## src/rtl/fa16_rev_ctrl.sv

```systemverilog
// fa16_rev_ctrl: synchronous sequencer for the dual-rail reversible 16-bit adder.
// It drives the forward rails, samples the sum/carry/zero rails, checks that the
// backward rails recover the operands, and returns the rails to null. It then
// reports the sampled result and any error class on a valid/ready response port.
//
// state | meaning
// IDLE  | rails null, req_ready high once out of reset, waiting for a request
// FWD   | forward rails valid, settling; sample sum/cout/zero at terminal count
// BWD   | rails held valid; check recovered operands at terminal count
// NULL  | rails driven null; check every input rail is 0 at terminal count
// RSP   | rsp_valid high with a stable result until rsp_ready
module fa16_rev_ctrl #(
    parameter int SETTLE_CYCLES = 2,
    parameter int NULL_CYCLES   = 1
) (
    input  logic        clk,
    input  logic        rst,
    input  logic        req_valid,
    output logic        req_ready,
    input  logic [15:0] req_a,
    input  logic [15:0] req_b,
    input  logic        req_cin,
    output logic        rsp_valid,
    input  logic        rsp_ready,
    output logic [15:0] rsp_sum,
    output logic        rsp_cout,
    output logic        rsp_zero,
    output logic [2:0]  rsp_err,
    output logic [15:0] fa_a,
    output logic [15:0] fa_a_not,
    output logic [15:0] fa_b,
    output logic [15:0] fa_b_not,
    output logic        fa_c0_f,
    output logic        fa_c0_f_not,
    input  logic [15:0] fa_s,
    input  logic [15:0] fa_s_not,
    input  logic        fa_c15,
    input  logic        fa_c15_not,
    input  logic        fa_z,
    input  logic        fa_z_not,
    input  logic [15:0] fa_a_b,
    input  logic [15:0] fa_a_not_b,
    input  logic        fa_c0_b,
    input  logic        fa_c0_not_b
);

    localparam int MAX_CYC = (SETTLE_CYCLES > NULL_CYCLES) ? SETTLE_CYCLES : NULL_CYCLES;
    localparam int CW      = (MAX_CYC > 1) ? $clog2(MAX_CYC) : 1;
    localparam logic [CW-1:0] SETTLE_LD = CW'(SETTLE_CYCLES - 1);
    localparam logic [CW-1:0] NULL_LD   = CW'(NULL_CYCLES - 1);

    typedef enum logic [2:0] {
        S_IDLE,
        S_FWD,
        S_BWD,
        S_NULL,
        S_RSP
    } state_t;

    state_t        state_q, state_d;
    logic [CW-1:0] cnt_q, cnt_d;
    logic          ready_q, ready_d;

    // The forward rail registers double as the operand latch: while valid they
    // hold a/~a and cin/~cin, which is what the backward check compares against.
    logic [15:0]   a_q, a_d, an_q, an_d, b_q, b_d, bn_q, bn_d;
    logic          c0_q, c0_d, c0n_q, c0n_d;

    logic [15:0]   sum_q, sum_d;
    logic          cout_q, cout_d, zero_q, zero_d;
    logic [2:0]    err_q, err_d;

    logic          fwd_ok, bwd_ok, null_ok;

    assign fwd_ok  = (&(fa_s ^ fa_s_not)) & (fa_c15 ^ fa_c15_not) & (fa_z ^ fa_z_not);
    assign bwd_ok  = (fa_a_b == a_q) && (fa_a_not_b == an_q) &&
                     (fa_c0_b == c0_q) && (fa_c0_not_b == c0n_q);
    assign null_ok = ~|{fa_s, fa_s_not, fa_c15, fa_c15_not, fa_z, fa_z_not,
                        fa_a_b, fa_a_not_b, fa_c0_b, fa_c0_not_b};

    // Next-state, counter, rail and result logic.
    always_comb begin
        state_d = state_q;
        cnt_d   = cnt_q;
        a_d     = a_q;
        an_d    = an_q;
        b_d     = b_q;
        bn_d    = bn_q;
        c0_d    = c0_q;
        c0n_d   = c0n_q;
        sum_d   = sum_q;
        cout_d  = cout_q;
        zero_d  = zero_q;
        err_d   = err_q;
        unique case (state_q)
            S_IDLE: begin
                if (req_valid && ready_q) begin
                    a_d     = req_a;
                    an_d    = ~req_a;
                    b_d     = req_b;
                    bn_d    = ~req_b;
                    c0_d    = req_cin;
                    c0n_d   = ~req_cin;
                    err_d   = 3'b000;
                    cnt_d   = SETTLE_LD;
                    state_d = S_FWD;
                end
            end
            S_FWD: begin
                if (cnt_q == '0) begin
                    if (!fwd_ok) err_d[0] = 1'b1;
                    sum_d   = fa_s;
                    cout_d  = fa_c15;
                    zero_d  = fa_z;
                    cnt_d   = SETTLE_LD;
                    state_d = S_BWD;
                end else begin
                    cnt_d = cnt_q - CW'(1);
                end
            end
            S_BWD: begin
                if (cnt_q == '0) begin
                    if (!bwd_ok) err_d[1] = 1'b1;
                    a_d     = '0;
                    an_d    = '0;
                    b_d     = '0;
                    bn_d    = '0;
                    c0_d    = 1'b0;
                    c0n_d   = 1'b0;
                    cnt_d   = NULL_LD;
                    state_d = S_NULL;
                end else begin
                    cnt_d = cnt_q - CW'(1);
                end
            end
            S_NULL: begin
                if (cnt_q == '0) begin
                    if (!null_ok) err_d[2] = 1'b1;
                    state_d = S_RSP;
                end else begin
                    cnt_d = cnt_q - CW'(1);
                end
            end
            S_RSP: begin
                if (rsp_ready) state_d = S_IDLE;
            end
            default: state_d = S_IDLE;
        endcase
        ready_d = (state_d == S_IDLE);
    end

    // State, counter, rails and result registers; reset forces the rails null.
    always_ff @(posedge clk or posedge rst) begin
        if (rst) begin
            state_q <= S_IDLE;
            cnt_q   <= '0;
            ready_q <= 1'b0;
            a_q     <= '0;
            an_q    <= '0;
            b_q     <= '0;
            bn_q    <= '0;
            c0_q    <= 1'b0;
            c0n_q   <= 1'b0;
            sum_q   <= '0;
            cout_q  <= 1'b0;
            zero_q  <= 1'b0;
            err_q   <= '0;
        end else begin
            state_q <= state_d;
            cnt_q   <= cnt_d;
            ready_q <= ready_d;
            a_q     <= a_d;
            an_q    <= an_d;
            b_q     <= b_d;
            bn_q    <= bn_d;
            c0_q    <= c0_d;
            c0n_q   <= c0n_d;
            sum_q   <= sum_d;
            cout_q  <= cout_d;
            zero_q  <= zero_d;
            err_q   <= err_d;
        end
    end

    assign req_ready   = ready_q;
    assign rsp_valid   = (state_q == S_RSP);
    assign rsp_sum     = sum_q;
    assign rsp_cout    = cout_q;
    assign rsp_zero    = zero_q;
    assign rsp_err     = err_q;
    assign fa_a        = a_q;
    assign fa_a_not    = an_q;
    assign fa_b        = b_q;
    assign fa_b_not    = bn_q;
    assign fa_c0_f     = c0_q;
    assign fa_c0_f_not = c0n_q;

endmodule

```

## config.mk

```make
export PLATFORM = sky130hd
export DESIGN_NAME = fa16_rev_ctrl
export DESIGN_NICKNAME = d
export VERILOG_FILES = /design/src/rtl/fa16_rev_ctrl.sv
export SDC_FILE = /design/constraint.sdc
export NUM_CORES = 1
export LEC_CHECK = 0
export BUFFER_PORTS_ARGS = -buffer_cell sky130_fd_sc_hd__buf_2
export CORE_ASPECT_RATIO = 0.8
export CORE_MARGIN = 8
export CORE_UTILIZATION = 42
export DETAILED_ROUTE_END_ITERATION = 10
export PLACE_DENSITY = 0.79
export RECOVER_POWER = 50
export SYNTH_ARGS = -nofsm -noshare
export SYNTH_HDL_FRONTEND = slang
export SYNTH_SLANG_ARGS = --single-unit
export TNS_END_PERCENT = 100
```

## constraint.sdc

```tcl
create_clock -name clk -period 2.25 [get_ports clk]
set_input_delay 0 -clock clk [delete_from_list [all_inputs] [get_ports clk]]
set_output_delay 0 -clock clk [all_outputs]
set_load 0.02 [all_outputs]
```

==> flow_metrics.env, run 1 <==
export IMPL_drcViolationCount=0
export IMPL_track_usage=0.223
export IMPL_worst_pin_slew_ns=1.12
export IMPL_first_pass_iters=4
export IMPL_maxSlewViolCount=0
export IMPL_met1_usage=0.264
export IMPL_power_leakage_nw=2.80
export IMPL_period_minus_slack_ns=1.84
export IMPL_met2_usage=0.360
export IMPL_synthArstFlopShare=1.00
export IMPL_setup_viol=0
export IMPL_insertedDiodeCount=0
export IMPL_status="complete, no violations"
export IMPL_synth_fp_nets=466
export IMPL_cts_sinks=92
export IMPL_area_growth_pct=44.4
export IMPL_antenna_found_initial=0
export IMPL_die_y_um=104
export IMPL_register_area_sq_mm=0.00230
export IMPL_die_width_um=126
export IMPL_drtIter0Drc=213
export IMPL_ios=196
export IMPL_yosysWarnings=0
export IMPL_worst_skew_pair_late_latency_ns=0.34
export IMPL_clk_pin_slew_worst_paths_ns=0.07
export IMPL_h_tree_depth=3
export IMPL_die_area_sq_mm=0.0132
export IMPL_peakVddDrop_v=0.000588
export IMPL_grt_max_degree=82
export IMPL_final_setup_tns_ns=0
export IMPL_met3_usage=0.0784
export IMPL_clock_root_buffer="clkbuf_16"
export IMPL_rsz0062_at_grt="false"
export IMPL_synth_cells=357
export IMPL_hp_class="in -> reg"
export IMPL_yosysSeqAreaShare=0.562
export IMPL_cp_max_fo=3
export IMPL_timing_hold_ws_ns=0.0871
export IMPL_busiest_layer="met2"
export IMPL_row_count=32
export IMPL_ys_ff_latch=92
export IMPL_syn_avg_cell_area_sq_um=11.5
export IMPL_grt_pass1_wl_um=23400
export IMPL_num_fill_cells=813
export IMPL_synth_edff_count=0
export IMPL_grt_overflow=0
export IMPL_synth_cell_types=37
export IMPL_core_area_sq_mm=0.00957
export IMPL_cts_tree="done"
export IMPL_ys_flop_type="dfrtp_1"
export IMPL_path_class="reg -> reg"
export IMPL_hpwl_um=10800
export IMPL_end_kind="flip-flop"
export IMPL_cap_violations=0
export IMPL_ant_nets=0
export IMPL_wl_per_cell_um=20.0
export IMPL_timing_final_crit_share=0.816
export IMPL_cp_required_ns=2.46
export IMPL_max_freq_mhz=545
export IMPL_cp_start_kind="flip-flop"
export IMPL_io_buffers=195
export IMPL_start_util=0.428
export IMPL_vias_per_cell=5.38
export IMPL_max_slew_margin=0.254
export IMPL_hold_viol=0
export IMPL_gp_congestion=0.990
export IMPL_netlist_area_sq_mm=0.00410
export IMPL_nNetsFinal=712
export IMPL_powerDensity_mw_per_mm2=1210
export IMPL_layout_drive_gt1_share=0.255
export IMPL_arrival_ns=2.04
export IMPL_vias=3911
export IMPL_cts_buffers=9
export IMPL_first_global_vias=4381
export IMPL_clockBufferDepth=2
export IMPL_multiInputGateArea_sq_mm=0.00168
export IMPL_skew_ns=0.00675
export IMPL_wirelength_um=14600
[power breakdown]
| part | switching, mW | internal (mW) |
|---|---|---|
| Combinational | 1.83 | 1.01 |
| Sequential | 0.460 | 2.22 |
| Clock | 0.651 | 1.01 |
[cell type report]
| type | instances | share of cell area |
|---|---|---|
| flip-flops and latches | 92 | 0.389 |
| multi-input cells | 242 | 0.283 |
| repair buffers | 253 | 0.243 |
| clock buffers | 10 | 0.0404 |
| well taps | 119 | 0.0252 |
| clock inverters | 6 | 0.0159 |
| inverters | 5 | 0.00338 |
[routing by layer]
metal | vias up | wire length (um)
met5 | - | 0
met4 | 0 | 459
met3 | 39 | 1230
met2 | 194 | 6980
met1 | 1899 | 5880
li1 | 1779 | -
[placed cells by master, fill, tap and decap left out, drive strengths merged]
cell,synthesis,final
nor2,8,8
and2,2,2
and3,1,1
xor2,42,42
nor4,23,23
xnor2,4,4
clkinvlp,0,2
a22o,33,33
ha,2,2
mux2,18,18
buf,15,115
clkinv,0,1
a21oi,2,2
a22oi,2,2
nand2b,1,1
inv,5,6
o21ai,37,37
nand4,6,6
nor4b,1,1
nor3,3,3
nor2b,2,2
nand3b,1,1
dlygate4sd3,0,53
nand2,39,39
dfrtp,92,92
nand3,8,8
or4,2,2
clkbuf,3,95
o22ai,1,1
o32a,1,1
a211oi,1,1
bufinv,0,2
and4b,1,1
nand4b,1,1
[through the flow]
step | total power, mW | util | instance area (sq um) | setup WS (ns) | cells
after floorplan | 4.56 | - | 4100 | 0.598 | 357
after global placement | 5.48 | 0.541 | 5180 | 0.409 | 658
after detailed placement | 5.60 | 0.541 | 5180 | 0.425 | 658
after CTS | 7.37 | 0.631 | 6040 | 0.433 | 727
after global routing | 7.60 | 0.619 | 5920 | 0.206 | 727
final | 7.18 | 0.619 | 5920 | 0.414 | 727
[worst max-delay path: stages (launching register included)]
cell and delay [ns]:
dfrtp_1 0.42, xor2_1 0.18, nor4_1 0.31, nand4_1 0.13, nor4_1 0.52, o21ai_0 0.14
[Yosys cell counts (2+ instances only)]
| master | instances | share of area |
|---|---|---|
| or4_1 | 2 | 0.0037 |
| xnor2_1 | 4 | 0.0085 |
| nor4_1 | 22 | 0.034 |
| mux2_2 | 18 | 0.049 |
| nand2_1 | 39 | 0.036 |
| nor2b_1 | 2 | 0.0031 |
| a22oi_1 | 2 | 0.0037 |
| ha_1 | 2 | 0.0061 |
| a21oi_1 | 2 | 0.0024 |
| nand4_1 | 6 | 0.0092 |
| a22o_1 | 33 | 0.071 |
| clkbuf_1 | 3 | 0.0027 |
| o21ai_0 | 36 | 0.044 |
| inv_1 | 5 | 0.0046 |
| nor3_1 | 2 | 0.0024 |
| dfrtp_1 | 92 | 0.56 |
| buf_2 | 12 | 0.015 |
| xor2_1 | 42 | 0.090 |
| nand3_1 | 8 | 0.0098 |
| buf_6 | 2 | 0.0055 |
| nor2_1 | 7 | 0.0064 |
[path summary, 6_finish.rpt]
kind | end | start | slack (ns) | depth (start not counted)
worst max-delay path | rsp_err[1]$_DFFE_PP0P_ | fa_a_not[13]$_DFFE_PP0P_ | 0.41 | 5
worst min-delay path | rsp_err[2]$_DFFE_PP0P_ | fa_s_not[14] | 0.09 | 5
worst max register to register | rsp_err[1]$_DFFE_PP0P_ | fa_a_not[13]$_DFFE_PP0P_ | 0.41 | 5
worst min register to register | fa_b_not[1]$_DFFE_PP0P_ | fa_b_not[1]$_DFFE_PP0P_ | 0.49 | 2
max in group asynchronous | fa_b[8]$_DFFE_PP0P_ | rst | 0.53 | 4
min in group asynchronous | rsp_sum[13]$_DFFE_PP0P_ | rst | 0.21 | 3
[registers in the layout (all words and copies together) (netlist names), 3 cells and up]
name	count
rsp_err	3
fa_b_not	16
fa_b	16
state_q	3
rsp_sum	16
fa_a_not	16
fa_a	16
[cells by family after synthesis]
| family | share of synthesized area |
|---|---|
| adder cells (fa/ha/maj) | 0.00610 |
| flip-flops | 0.562 |
| buffers and inverters | 0.0293 |
| XOR/XNOR | 0.0983 |
| AND/OR/NAND/NOR | 0.128 |
| AO/OA/AOI/OAI | 0.128 |
| multiplexers | 0.0494 |
[what timing repair did]
action	in CTS	in global routing
setup buffers	0	0
hold buffers	53	0
gates resized for setup	0	0
hold endpoints to repair	105	0
No activity file was read; power rests on OpenSTA's default activity.
==> inputs of run 2 (changes only) <==
CORE_UTILIZATION = 46   (was 42)
PLACE_DENSITY = 0.82   (was 0.79)
clock period = 1.81 ns   (was 2.25 ns; I/O delays follow)
==> run 2 against run 1 <==
  * Clock power is 22% lower
  * Flip-flop and latch count stayed put
  * Sequential share of layout area is 0.51 points higher
  * Register-to-register slack worse by 0.26 ns
  * Core utilization is 6.4 points higher
  * Combinational power is 30% higher
  * Critical path type is now in -> reg
==> flow_metrics.env, run 2 (synthesis results as in run 1) <==
export IMPL_cp_max_fo=3
export IMPL_die_area_sq_mm=0.0122
export IMPL_vias_per_cell=5.46
export IMPL_clockBufferDepth=2
export IMPL_start_util=0.479
export IMPL_end_kind="flip-flop"
export IMPL_cts_buffers=9
export IMPL_vias=3971
export IMPL_die_width_um=122
export IMPL_maxSlewViolCount=0
export IMPL_hpwl_um=11000
export IMPL_cpMostUsedCell="nor4_2"
export IMPL_rsz0062_at_grt="true"
export IMPL_cp_required_ns=2.05
export IMPL_slowest_stage="or4_1"
export IMPL_ant_nets=0
export IMPL_power_share_switching=0.440
export IMPL_layout_drive_gt1_share=0.257
export IMPL_grt_max_degree=67
export IMPL_nNetsFinal=718
export IMPL_track_usage=0.243
export IMPL_hold_viol=0
export IMPL_num_fill_cells=705
export IMPL_power_leakage_nw=2.75
export IMPL_gp_congestion=0.894
export IMPL_clk_pin_slew_worst_paths_ns=0.09
export IMPL_cap_violations=0
export IMPL_timing_final_crit_share=0.992
export IMPL_period_minus_slack_ns=1.79
export IMPL_crit_family="simple AND/OR/NAND/NOR gates"
export IMPL_cts_sinks=92
export IMPL_cts_tree="done"
export IMPL_postCtsSetupBuffers=0
export IMPL_row_count=30
export IMPL_grt_pass1_wl_um=23100
export IMPL_drtIter0Drc=288
export IMPL_register_area_sq_mm=0.00230
export IMPL_clock_root_buffer="clkbuf_8"
export IMPL_first_pass_iters=5
export IMPL_path_class="in -> reg"
export IMPL_dpl_worst_slack_ns=0.114
export IMPL_wirelength_um=15300
export IMPL_io_buffers=195
export IMPL_cp_cell_sequence="dlygate4sd3_1 -> buf_2 -> nor4_2 -> nand4_1 -> or4_1 -> nor4_2 -> o21ai_1"
export IMPL_die_y_um=100
export IMPL_peakVddDrop_v=0.000703
export IMPL_drcViolationCount=0
export IMPL_setup_viol=0
export IMPL_setup_reg_to_reg_worst_slack_ns=0.15
export IMPL_combPwrFrac=0.444
export IMPL_layout_setup_ws_ns=0.0154
export IMPL_grt_overflow=0
export IMPL_p_int_mw=4.66
export IMPL_wl_per_cell_um=21.1
export IMPL_skew_ns=0.0123
export IMPL_final_core_util=0.683
export IMPL_layout_commonest_cell="buf_2"
export IMPL_h_tree_depth=3
export IMPL_total_power_mw=8.31
export IMPL_antenna_found_initial=1
export IMPL_worst_skew_pair_late_latency_ns=0.36
export IMPL_status="complete, no violations"
export IMPL_area_growth_pct=42.6
export IMPL_p_seq_frac=0.399
export IMPL_p_clk_frac=0.157
export IMPL_powerDensity_mw_per_mm2=1420
export IMPL_arrival_ns=2.03
export IMPL_cp_start_kind="input port"
export IMPL_cpPeakStageDelay_ns=0.56
export IMPL_place_area_sq_mm=0.00522
export IMPL_switching_power_mw=3.65
export IMPL_crit_buf_inv=2
export IMPL_max_slew_margin=0.0234
export IMPL_max_freq_mhz=557
export IMPL_final_area_sq_mm=0.00584
export IMPL_core_area_sq_mm=0.00856
export IMPL_ios=196
export IMPL_first_global_vias=4264
export IMPL_worst_pin_slew_ns=1.46
export IMPL_multiInputGateArea_sq_mm=0.00170
export IMPL_hp_class="in -> reg"
export IMPL_layout_common_cells="106 x buf_2, 92 x dfrtp_1, 90 x clkbuf_1, 53 x dlygate4sd3_1, 42 x xor2_1"
==> run 2: changes by cell type in the layout (fill, tap and decap cells not counted), moves of 2 or more <==
cell | before | now
buf_2 | 111 | 106
buf_4 | 4 | 8
bufinv_16 | 2 | 0
clkbuf_1 | 84 | 90
clkbuf_16 | 9 | 0
clkbuf_8 | 1 | 11
nor4_1 | 22 | 20
nor4_2 | 1 | 3
==> run 2: power by group through the flow <==
stage | clock (mW) | combinational [mW] | sequential [mW]
floorplan | 0 | 1.67 | 3.99
global placement | 0 | 3.59 | 3.28
detailed placement | 0 | 3.70 | 3.30
CTS | 1.34 | 3.78 | 3.28
global route | 1.42 | 3.96 | 3.40
finish | 1.30 | 3.69 | 3.32
==> run 2: tightest hold or removal path, delay by kind of cell <==
family                 cells  cell delay [ns]
AND/OR/NAND/NOR            2             0.10
AO/OA/AOI/OAI              2             0.19
buffers and inverters      1             0.10
==> run 2: path summary, 6_finish.rpt <==
| path | endpoint | cells past startpoint | start |
|---|---|---|---|
| min | rsp_err[0]$_DFFE_PP0P_ | 5 | fa_s_not[2] |
| max | rsp_err[2]$_DFFE_PP0P_ | 7 | fa_s[11] |
| min reg2reg | fa_b_not[4]$_DFFE_PP0P_ | 2 | fa_b_not[4]$_DFFE_PP0P_ |
| max in group asynchronous | fa_a[6]$_DFFE_PP0P_ | 4 | rst |
| max reg2reg | rsp_err[1]$_DFFE_PP0P_ | 5 | fa_a[12]$_DFFE_PP0P_ |
| min in group asynchronous | fa_b[2]$_DFFE_PP0P_ | 3 | rst |
==> run 2: cell type report <==
| cell class | count | area share |
|---|---|---|
| diodes | 1 | 0.000428 |
| clock buffers | 12 | 0.0266 |
| well taps | 112 | 0.0240 |
| flip-flops and latches | 92 | 0.394 |
| repair buffers | 258 | 0.254 |
| inverters | 5 | 0.00343 |
| clock inverters | 4 | 0.00557 |
| multi-input cells | 243 | 0.292 |
==> run 2: metrics by stage <==
step	std cells	TNS [ns]	hold WS, ns
2_1_floorplan	357	0	0.110
3_3_place_gp	656	0	0.136
3_5_place_dp	656	0	0.151
4_1_cts	725	0	0.0596
5_1_grt	727	-0.103	0.0922
6_report	727	0	0.0761
==> run 2: layer usage <==
layer / vias up / track usage / share of wire / wire (um)
met1: 1935 / 0.282 / 0.38 / 5760
met2: 221 / 0.410 / 0.51 / 7760
met4: 0 / 0.0662 / 0.016 / 250
met5: - / 0 / 0 / 0
li1: 1792 / - / - / -
met3: 23 / 0.0948 / 0.10 / 1540
==> run 2: repair_timing <==
item,CTS,global route
hold buffers,53,0
resized for setup,0,4
endpoints found under the hold margin,115,0
setup endpoints to repair,0,22
